==> config.mk <==
export PLATFORM = sky130hd
export DESIGN_NAME = packet_decapsulator
export DESIGN_NICKNAME = d
export VERILOG_FILES = /design/src/rtl/decap_pkg.sv /design/src/rtl/decap_realign.sv /design/src/rtl/packet_decapsulator.sv
export SDC_FILE = /design/constraint.sdc
export NUM_CORES = 1
export LEC_CHECK = 0
export CAP_MARGIN = 10
export CORE_AREA = 2 2 176 178
export CTS_CLUSTER_SIZE = 8
export DETAILED_ROUTE_END_ITERATION = 12
export DIE_AREA = 0 0 178 180
export SKIP_LAST_GASP = 1
export SYNTH_ARGS = -nofsm -noshare
export SYNTH_HDL_FRONTEND = slang
export SYNTH_HIERARCHICAL = 1
export SYNTH_SLANG_ARGS = --single-unit
==> constraint.sdc <==
create_clock -name aclk -period 4.39 [get_ports aclk]
set_input_delay 0.878 -clock aclk [delete_from_list [all_inputs] [get_ports aclk]]
set_output_delay 0.878 -clock aclk [all_outputs]
set_load 0.02 [all_outputs]
==> src/rtl/decap_pkg.sv <==
// Shared types and byte-lane helpers for the packet decapsulator.
package decap_pkg;

    localparam int DATA_BYTES = 4;

    typedef enum logic [1:0] {
        HDR,
        PAYLOAD,
        FLUSH,
        DROP
    } state_t;

    // Contiguous keep (from bit 0) to byte count; non-contiguous patterns read as empty.
    function automatic logic [2:0] keep_to_count(input logic [3:0] keep);
        case (keep)
            4'b0001: return 3'd1;
            4'b0011: return 3'd2;
            4'b0111: return 3'd3;
            4'b1111: return 3'd4;
            default: return 3'd0;
        endcase
    endfunction

    // Byte count to contiguous keep; anything from 4 up means a full word.
    function automatic logic [3:0] count_to_keep(input logic [2:0] count);
        case (count)
            3'd0:    return 4'b0000;
            3'd1:    return 4'b0001;
            3'd2:    return 4'b0011;
            3'd3:    return 4'b0111;
            default: return 4'b1111;
        endcase
    endfunction

    // Expand a keep vector into a bit mask over the data word.
    function automatic logic [31:0] keep_to_mask(input logic [3:0] keep);
        return {{8{keep[3]}}, {8{keep[2]}}, {8{keep[1]}}, {8{keep[0]}}};
    endfunction

endpackage

==> src/rtl/decap_realign.sv <==
// Combinational byte shifter: appends the kept input bytes behind the held
// bytes, returns the low word, the spill-over for the hold register and the
// total number of valid bytes (0..7).
module decap_realign
    import decap_pkg::*;
(
    input  logic [31:0] hold,
    input  logic [1:0]  hold_bytes,
    input  logic [31:0] data,
    input  logic [3:0]  keep,
    output logic [31:0] word,
    output logic [3:0]  word_keep,
    output logic [31:0] next_hold,
    output logic [2:0]  total
);

    logic [31:0] hold_masked;
    logic [31:0] data_masked;
    logic [63:0] combined;

    // Unused byte lanes are zeroed so emitted words never carry stale bytes.
    assign hold_masked = hold & keep_to_mask(count_to_keep({1'b0, hold_bytes}));
    assign data_masked = data & keep_to_mask(keep);
    assign combined    = {32'b0, hold_masked} | ({32'b0, data_masked} << {hold_bytes, 3'b000});

    assign total     = {1'b0, hold_bytes} + keep_to_count(keep);
    assign word      = combined[31:0];
    assign word_keep = count_to_keep(total);
    assign next_hold = combined[63:32];

endmodule

==> src/rtl/packet_decapsulator.sv <==
// Strips a fixed HDR_BYTES outer header from each AXI4-Stream packet and
// re-emits the payload aligned to byte 0, with drop and runt handling.
module packet_decapsulator
    import decap_pkg::*;
#(
    parameter int HDR_BYTES = 28,
    parameter int CNT_W     = 16
) (
    input  logic             aclk,
    input  logic             areset,
    input  logic             drop,
    input  logic [31:0]      s_axis_tdata,
    input  logic [3:0]       s_axis_tkeep,
    input  logic             s_axis_tvalid,
    output logic             s_axis_tready,
    input  logic             s_axis_tlast,
    output logic [31:0]      m_axis_tdata,
    output logic [3:0]       m_axis_tkeep,
    output logic             m_axis_tvalid,
    input  logic             m_axis_tready,
    output logic             m_axis_tlast,
    output logic [CNT_W-1:0] pkt_count,
    output logic [CNT_W-1:0] drop_count,
    output logic [CNT_W-1:0] runt_count
);

    // Whole header words, and header bytes spilling into the first payload word.
    localparam int         HW      = HDR_BYTES / DATA_BYTES;
    localparam int         SH      = HDR_BYTES % DATA_BYTES;
    localparam logic [7:0] HW_BEAT = 8'(HW);
    localparam logic [1:0] SH_HOLD = 2'(DATA_BYTES - SH);
    localparam logic [2:0] SH_CNT  = 3'(SH);

    state_t           state, state_nxt;
    logic [7:0]       beat_cnt, beat_nxt;
    logic [31:0]      hold, hold_nxt;
    logic [1:0]       hold_cnt, hold_cnt_nxt;
    logic [31:0]      m_data_nxt;
    logic [3:0]       m_keep_nxt;
    logic             m_valid_nxt, m_last_nxt;
    logic [CNT_W-1:0] pkt_nxt, drop_nxt, runt_nxt;

    logic             out_free;
    logic             payload_beat;
    logic [31:0]      tail_data;
    logic [2:0]       tail_cnt;
    logic [31:0]      rl_word, rl_hold;
    logic [3:0]       rl_keep;
    logic [2:0]       rl_total;

    decap_realign u_realign (
        .hold       (hold),
        .hold_bytes (hold_cnt),
        .data       (s_axis_tdata),
        .keep       (s_axis_tkeep),
        .word       (rl_word),
        .word_keep  (rl_keep),
        .next_hold  (rl_hold),
        .total      (rl_total)
    );

    // The output register may take a new beat when empty or being drained.
    assign out_free  = !m_axis_tvalid || m_axis_tready;
    // Bytes of the last header-bearing word that belong to the payload.
    assign tail_data = (s_axis_tdata & keep_to_mask(s_axis_tkeep)) >> (8 * SH);
    assign tail_cnt  = keep_to_count(s_axis_tkeep);

    // Next-state, input ready, output register and counter updates.
    always_comb begin
        // NOTE: every signal gets a default first so no path leaves one unassigned (which would infer a latch).
        state_nxt     = state;
        beat_nxt      = beat_cnt;
        hold_nxt      = hold;
        hold_cnt_nxt  = hold_cnt;
        m_data_nxt    = m_axis_tdata;
        m_keep_nxt    = m_axis_tkeep;
        m_valid_nxt   = m_axis_tvalid && !m_axis_tready;
        m_last_nxt    = m_axis_tlast;
        pkt_nxt       = pkt_count;
        drop_nxt      = drop_count;
        runt_nxt      = runt_count;
        s_axis_tready = 1'b0;
        payload_beat  = 1'b0;

        case (state)
            HDR: begin
                // The payload-start beat may produce output, so it waits for space.
                s_axis_tready = (beat_cnt == HW_BEAT) ? out_free : 1'b1;
                if (s_axis_tvalid && s_axis_tready) begin
                    if (beat_cnt == 8'd0 && drop) begin
                        if (s_axis_tlast) drop_nxt = drop_count + 1'b1;
                        else              state_nxt = DROP;
                    end else if (beat_cnt != HW_BEAT) begin
                        if (s_axis_tlast) begin
                            runt_nxt = runt_count + 1'b1;
                            beat_nxt = 8'd0;
                        end else begin
                            beat_nxt = beat_cnt + 8'd1;
                        end
                    end else begin
                        beat_nxt = 8'd0;
                        if (SH == 0) begin
                            payload_beat = 1'b1;
                        end else if (!s_axis_tlast) begin
                            hold_nxt     = tail_data;
                            hold_cnt_nxt = SH_HOLD;
                            state_nxt    = PAYLOAD;
                        end else if (tail_cnt > SH_CNT) begin
                            m_data_nxt  = tail_data;
                            m_keep_nxt  = count_to_keep(tail_cnt - SH_CNT);
                            m_valid_nxt = 1'b1;
                            m_last_nxt  = 1'b1;
                            pkt_nxt     = pkt_count + 1'b1;
                        end else begin
                            runt_nxt = runt_count + 1'b1;
                        end
                    end
                end
            end
            PAYLOAD: begin
                s_axis_tready = out_free;
                payload_beat  = s_axis_tvalid && out_free;
            end
            FLUSH: begin
                if (out_free) begin
                    m_data_nxt   = hold;
                    m_keep_nxt   = count_to_keep({1'b0, hold_cnt});
                    m_valid_nxt  = 1'b1;
                    m_last_nxt   = 1'b1;
                    pkt_nxt      = pkt_count + 1'b1;
                    hold_cnt_nxt = 2'd0;
                    state_nxt    = HDR;
                end
            end
            DROP: begin
                s_axis_tready = 1'b1;
                if (s_axis_tvalid && s_axis_tlast) begin
                    drop_nxt  = drop_count + 1'b1;
                    state_nxt = HDR;
                end
            end
            default: state_nxt = HDR;
        endcase

        // Shared handling of an accepted payload beat (hold bytes + input bytes).
        if (payload_beat) begin
            if (!s_axis_tlast) begin
                m_data_nxt   = rl_word;
                m_keep_nxt   = rl_keep;
                m_valid_nxt  = 1'b1;
                m_last_nxt   = 1'b0;
                hold_nxt     = rl_hold;
                hold_cnt_nxt = 2'(rl_total - 3'd4);
                state_nxt    = PAYLOAD;
            end else if (rl_total == 3'd0) begin
                runt_nxt     = runt_count + 1'b1;
                hold_cnt_nxt = 2'd0;
                state_nxt    = HDR;
            end else if (rl_total <= 3'd4) begin
                m_data_nxt   = rl_word;
                m_keep_nxt   = rl_keep;
                m_valid_nxt  = 1'b1;
                m_last_nxt   = 1'b1;
                pkt_nxt      = pkt_count + 1'b1;
                hold_cnt_nxt = 2'd0;
                state_nxt    = HDR;
            end else begin
                m_data_nxt   = rl_word;
                m_keep_nxt   = rl_keep;
                m_valid_nxt  = 1'b1;
                m_last_nxt   = 1'b0;
                hold_nxt     = rl_hold;
                hold_cnt_nxt = 2'(rl_total - 3'd4);
                state_nxt    = FLUSH;
            end
        end
    end

    // State, hold register, output register and counters; reset abandons any packet.
    always_ff @(posedge aclk) begin
        // NOTE: sequential state uses non-blocking assignments so every register samples pre-edge values.
        if (areset) begin
            state         <= HDR;
            beat_cnt      <= 8'd0;
            hold          <= 32'd0;
            hold_cnt      <= 2'd0;
            m_axis_tdata  <= 32'd0;
            m_axis_tkeep  <= 4'd0;
            m_axis_tvalid <= 1'b0;
            m_axis_tlast  <= 1'b0;
            pkt_count     <= '0;
            drop_count    <= '0;
            runt_count    <= '0;
        end else begin
            state         <= state_nxt;
            beat_cnt      <= beat_nxt;
            hold          <= hold_nxt;
            hold_cnt      <= hold_cnt_nxt;
            m_axis_tdata  <= m_data_nxt;
            m_axis_tkeep  <= m_keep_nxt;
            m_axis_tvalid <= m_valid_nxt;
            m_axis_tlast  <= m_last_nxt;
            pkt_count     <= pkt_nxt;
            drop_count    <= drop_nxt;
            runt_count    <= runt_nxt;
        end
    end

endmodule

======== Yosys cells after proc, flatten, opt, wreduce, memory -nomap -nowiden ========
Index checks and enable logic that the tools add are counted.
storage, ports and cells
  flip-flop bits (word level) ............. 130
  output and inout bits ................... 87
operators by class
  add/subtract/negate cells ............... 6
  order comparisons ....................... 1
  eq/ne operators ......................... 26
  shift operators ......................... 1
  multiplexer cells ....................... 69
  bitwise operators ....................... 4
  reduce and logical (&&, ||, !) cells .... 21
operator list
  operator               count
  $mux 16                18
  $mux 32                8
  $and 32x32->32         2
  $or 32x64->64          1
  $shl 32x5->64          1
  $add 16x1->16 const B  3
  $pmux 16 s2            1
  $pmux 4 s4             2
  $mux 2                 14
  $mux 4                 5
  $mux 8                 2
  $mux 1                 15
  $ne 3x3->1 const B     5
  $ne 2x2->1 const B     6
  $pmux 3 s4             1
  $add 8x1->8 const B    1
  $eq 2x2->1 const B     4
  $eq 8x3->1 const B     1
  $logic_not 8->1        1
  $ne 8x3->1 const B     1
  $eq 3x2->1 const B     2
  $pmux 2 s3             1
  $reduce_and 3->1       2
  $reduce_and 6->1       1
  other kinds (21)       30

======== Depth between registers and ports, before layout ========
  depth after elaboration ................. 9
  gate-level depth with buffers ........... 14
  mapped depth without buffers ............ 10

======== Cells and area by module ========
The synthesis kept the hierarchy.
modules (own cells, without submodules)
  module               times used  cells each  area each (um2)  sequential area each (um2)
  packet_decapsulator  1           732         5810.6           2602.5
  decap_realign        1           214         1600.3           0.0

======== Worst setup path before layout ========
OpenSTA, ideal clock, no wires.
  path kind ............................... input-to-reg
  start point ............................. in s_axis_tkeep[3]
  end point ............................... reg runt_count[15]
  setup time .............................. 0.121 ns
  data arrival time ....................... 3.562 ns
  setup slack ............................. 0.708 ns
  cell stages on the path ................. 13
  path buffers ............................ 4
  cells stage by stage .................... buf_2 > buf_4 > nor3b_1 > ha_1 > fa_1 > buf_1 > xor2_1 > nand2b_1 > nor3_1 > a41oi_1 > buf_2 > nor4b_1 > mux2_2
between the ends
  longest elaborated chain between the ends .. 7
  elaborated cells on any way between the ends .. 10
  classes of those cells .................. 1 x add/sub; 4 x eq/ne; 4 x mux; 1 x reduce/logical
ends and longest elaborated chain
  element                                   RTL line                    RTL
  from (decl)                               packet_decapsulator.sv:13   input logic [3:0] s_axis_tkeep,
  $eq 4x4->1, or another cell as far along  decap_pkg.sv:15             case (keep)
  $pmux 3 s4 *                              --
  $add 2x3->3 *                             decap_realign.sv:26         assign total = {1'b0, hold_bytes} + keep_to_count(keep);
  via rl_total[2]                           packet_decapsulator.sv:49   logic [2:0] rl_total;
  $logic_not 3->1 *                         packet_decapsulator.sv:155  end else if (rl_total == 3'd0) begin
  $mux 16 *                                 packet_decapsulator.sv:155
  $mux 16 *                                 packet_decapsulator.sv:147  if (!s_axis_tlast) begin
  $mux 16 *                                 packet_decapsulator.sv:146  if (payload_beat) begin
  to (signal assigned)                      packet_decapsulator.sv:205  runt_count <= runt_nxt;
  to (decl)                                 packet_decapsulator.sv:24   output logic [CNT_W-1:0] runt_count
Mark *: on every way through the listed nets, which the timed path passes. The rest lies on a longest branch.
A chain may end at the register's enable or synchronous reset.

======== Worst setup path after layout ========
Ends and elaborated chain as after synthesis.

==> summary.txt <==
Status
  • Status: complete, no violations

Layout
  • Post-layout util: 32.1%
  • Fill count: 3,172
  • Area growth, synth to finish: 30.7%
  • Nets@finish: 1,095
  • FF/Latch Area: 2610 um^2
  • Share of cells above drive strength 1: 8.78%
  • Multi-input gate area: 4420 um^2
  • # diodes: 0

Clock tree
  • Post-CTS Setup Inserts: 0
  • CTS H-tree depth: 4
  • CTS Buf Count: 17
  • CTS Buffer Depth: 2
  • Clk slew on worst S/H paths: 0.06 ns
  • CTS Hold Bufs: 0
  • CTS tree: done
  • Post-CTS sizing: 0
  • Clock sinks: 130
  • Clk_lat worst skew: 0.42 ns
  • Clk root buf: clkbuf_16

Critical path
  • R2R Path Start: hold_cnt[0]$_SDFFE_PP0P_
  • R2R depth: 8
  • CP startpoint: s_axis_tkeep[3]
  • Startpoint Class: input pin
  • Critical path type: input pin to flop
  • CP cell instances: clkdlybuf4s50_1 > nor3b_1 > buf_4 > ha_1 > fa_1 > xor2_1 > nand2b_1 > nor3_1 > a41oi_2 > nor4b_1 > mux2_2
  • WP data arrival: 4.11 ns
  • CP Max Fanout: 26
  • Flop2flop setup slack: 1.60 ns
  • CP endpoint kind: flop
  • Critical Path RT: 4.71 ns
  • Critical path's largest stage delay: 0.61 ns
  • Worst Setup EP: runt_count[15]$_SDFF_PP0_
  • Worst path slowest cell: clkdlybuf4s50_1
  • FF-to-FF End: runt_count[15]$_SDFF_PP0_

Timing
  • RSZ-0062 raised after global routing: no
  • Slew HR: between 30% and 40%
  • Slew of the pin with the lowest slew margin: 0.983 ns
  • Clk_skew: 0.00653 ns
  • Minimum clock period: 3.80 ns
  • Fin crit share: ~87%
  • Setup Viol. Count Final: 0
  • Max-slew violation count: 0
  • Final Hold Fails: 0
  • Setup TNS: 0 ns
  • Worst setup margin: 0.592 ns
  • Peak Freq: between 200 and 300 MHz

Global routing
  • GRT Residual Overflow: 0
  • Tot GR Track Use: 14.6%
  • Largest net degree at the start of global routing: 77
  • First-pass GRT wire length: 37,100 um
  • Initial antenna violation count: 0
  • Vias in the first global route: 6,781

Route
  • Vias per inst: 5.10
  • Number of routed nets with antenna violations: 0
  • WL/cell: 16.2 um
  • Drt first-iter violations: 533
  • Drt total wl: 23,600 um
  • Total iterations of the first detailed-routing run: 6
  • Routed vias: 7,420
  • Post-route DRC: 0

Synth
  • Post-synthesis cell count: 946
  • Largest family of logic cells by synthesized area: simple AND/OR/NAND/NOR gates
  • Syn Area/Cell: 7.83 um^2
  • Ys flop type: dfxtp_1
  • Post-synth ARST share: 0%
  • Post-synth top area cell: dfxtp_1
  • Post-synth cell types: 58
  • Synth Cell Area: 7410 um^2
  • Sequential-to-total area share from yosys stat: between 30% and 40%
  • Simple-Gate Fraction of Synth Area: a little under a third
  • Post-synthesis register bit count: 130
  • Mux cell area share after synthesis: 6.15%
  • Adder-cell share of the synthesized area: 1.28%
  • XOR/XNOR share of the synthesized area: under 10%
  • Post-synth EDFFs: 0
  • Synth top area share: 35.1%
  • Compound-Gate Fraction of Synth Area: roughly 17%
  • Yosys warns: 6
  • Area contributors post-synth: dfxtp_1 (35%), nand2_1 (9.7%), mux4_2 (4.9%), a21oi_1 (4.6%), a311oi_1 (4.0%)

Placement
  • Detail Placement HPWL: approximately 16,000 um
  • IO Port Bufs: 128
  • Placer congestion estimate: approximately 0.86
  • Dpl ws: 0.129 ns

Floorplanning
  • Top Ports: about 130
  • Full die area: ~32,000 um^2
  • CORE AREA: 30,200 um^2
  • Die H: around 180 um
  • Row count: between 60 and 70
  • Die width: 178 um
  • Initial Util: 24.5%

Worst hold path
  • Hold WC Path Type: flop to flop

Pwr
  • Pleak: 3.09 nW
  • VDD IR-drop max: 0.000272 V
  • Total power draw: 3.23 mW
  • Power per cell area: about 330 nW/um^2

Run
  • Max-cap violations: 0
[layout make-up]
type                    instances  share of cell area, %
flip-flops and latches        130                   26.9
clock inverters                13                   1.64
inverters                       6                  0.232
well taps                     396                   5.11
multi-input cells             732                   45.6
repair buffers                159                   15.9
clock buffers                  19                   4.68
[placed cells by master (no fill, tap or decap), drive strengths merged, types with 11 or more instances in the layout]
| cell | instances |
|---|---|
| mux4 | 16 |
| o31ai | 16 |
| nor2 | 75 |
| o21ai | 33 |
| or3 | 13 |
| nand3 | 30 |
| nand2 | 192 |
| nor4 | 12 |
| nor3 | 18 |
| clkdlybuf4s50 | 127 |
| xnor2 | 20 |
| buf | 32 |
| or4 | 16 |
| a21oi | 68 |
| and2 | 45 |
| a311oi | 34 |
| nand4 | 17 |
| dfxtp | 130 |
| o211ai | 11 |
| clkbuf | 19 |
[cell families after synthesis]
logic type | Yosys count
xor gates and xnor gates | 24
adders and majority gates | 7
and+or+nand+nor | 472
other | 1
buffers and inverters | 91
DFF | 130
muxes | 25
AOI/OAI and AO/OA | 196
[stage by stage]
stage	hold WS [ns]	std cells	instance area [um^2]
2_1_floorplan	0.437	953	7440
3_3_place_gp	0.443	1423	9080
3_5_place_dp	0.447	1423	9080
4_1_cts	0.456	1455	9690
5_1_grt	0.478	1455	9690
6_report	0.456	1455	9690
[layer usage]
metal | wire (um) | share of wire (%) | GRT usage [%] | vias to the layer above
li1 | - | - | - | 3579
met1 | 10700 | 45 | 20.0 | 3577
met2 | 11200 | 47 | 22.9 | 253
met3 | 1550 | 6.6 | 3.26 | 11
met4 | 192 | 0.81 | 3.74 | 0
met5 | 0 | 0 | 0 | -
[registers in the layout, indices dropped and copies added (netlist names)]
name / count
hold: 32
pkt_count: 16
drop_count: 16
runt_count: 16
hold_cnt: 2
m_axis_tvalid: 1
state: 2
m_axis_tlast: 1
m_axis_tdata: 32
beat_cnt: 8
m_axis_tkeep: 4
[report_power, final]
group | internal [mW] | switching, mW | total [mW]
combinational | 0.197 | 0.307 | 0.504
clock | 0.922 | 0.562 | 1.48
sequential | 1.21 | 0.0324 | 1.25
total | 2.33 | 0.901 | 3.23
[synth_stat cells, types with 6 or more instances]
cell type and count:
nand2_1 192, dfxtp_1 130, nor2_1 75, a21oi_1 68, clkbuf_1 47, and2_1 43
a311oi_1 34, nand3_1 30, buf_2 22, o21ai_0 22, xnor2_1 20, nand4_1 17
nor3_1 17, mux4_2 16, o31ai_1 16, or4_1 16, or3_1 13, buf_4 12
nor4_1 12, o211ai_1 11, o21ai_1 11, nand4b_1 10, nand3b_1 9, a21boi_1 8
nand2b_1 8, o221ai_1 8, ha_1 6, inv_1 6, nor2b_1 6
[critical path, delay by kind of cell]
family	cells	cell delay, ns
adder cells (fa/ha/maj)	2	0.58
multiplexers	1	0.37
XOR/XNOR	1	0.20
AND/OR/NAND/NOR	4	1.05
buffers and inverters	2	0.77
AO/OA/AOI/OAI	1	0.25
[how the worst min path moves through the flow]
stage | from | to | slack [ns] | depth (start not counted)
3_5_place_dp | hold[24]$_SDFFE_PP0P_ | hold[24]$_SDFFE_PP0P_ | 0.45 | 2
3_3_place_gp | hold[25]$_SDFFE_PP0P_ | hold[25]$_SDFFE_PP0P_ | 0.44 | 2
5_1_grt | hold[24]$_SDFFE_PP0P_ | hold[24]$_SDFFE_PP0P_ | 0.48 | 2
2_1_floorplan | hold[24]$_SDFFE_PP0P_ | hold[24]$_SDFFE_PP0P_ | 0.44 | 2
6_report | hold[24]$_SDFFE_PP0P_ | hold[24]$_SDFFE_PP0P_ | 0.46 | 2
4_1_cts | hold[26]$_SDFFE_PP0P_ | hold[26]$_SDFFE_PP0P_ | 0.46 | 2
(Power assumes the default switching activity.)
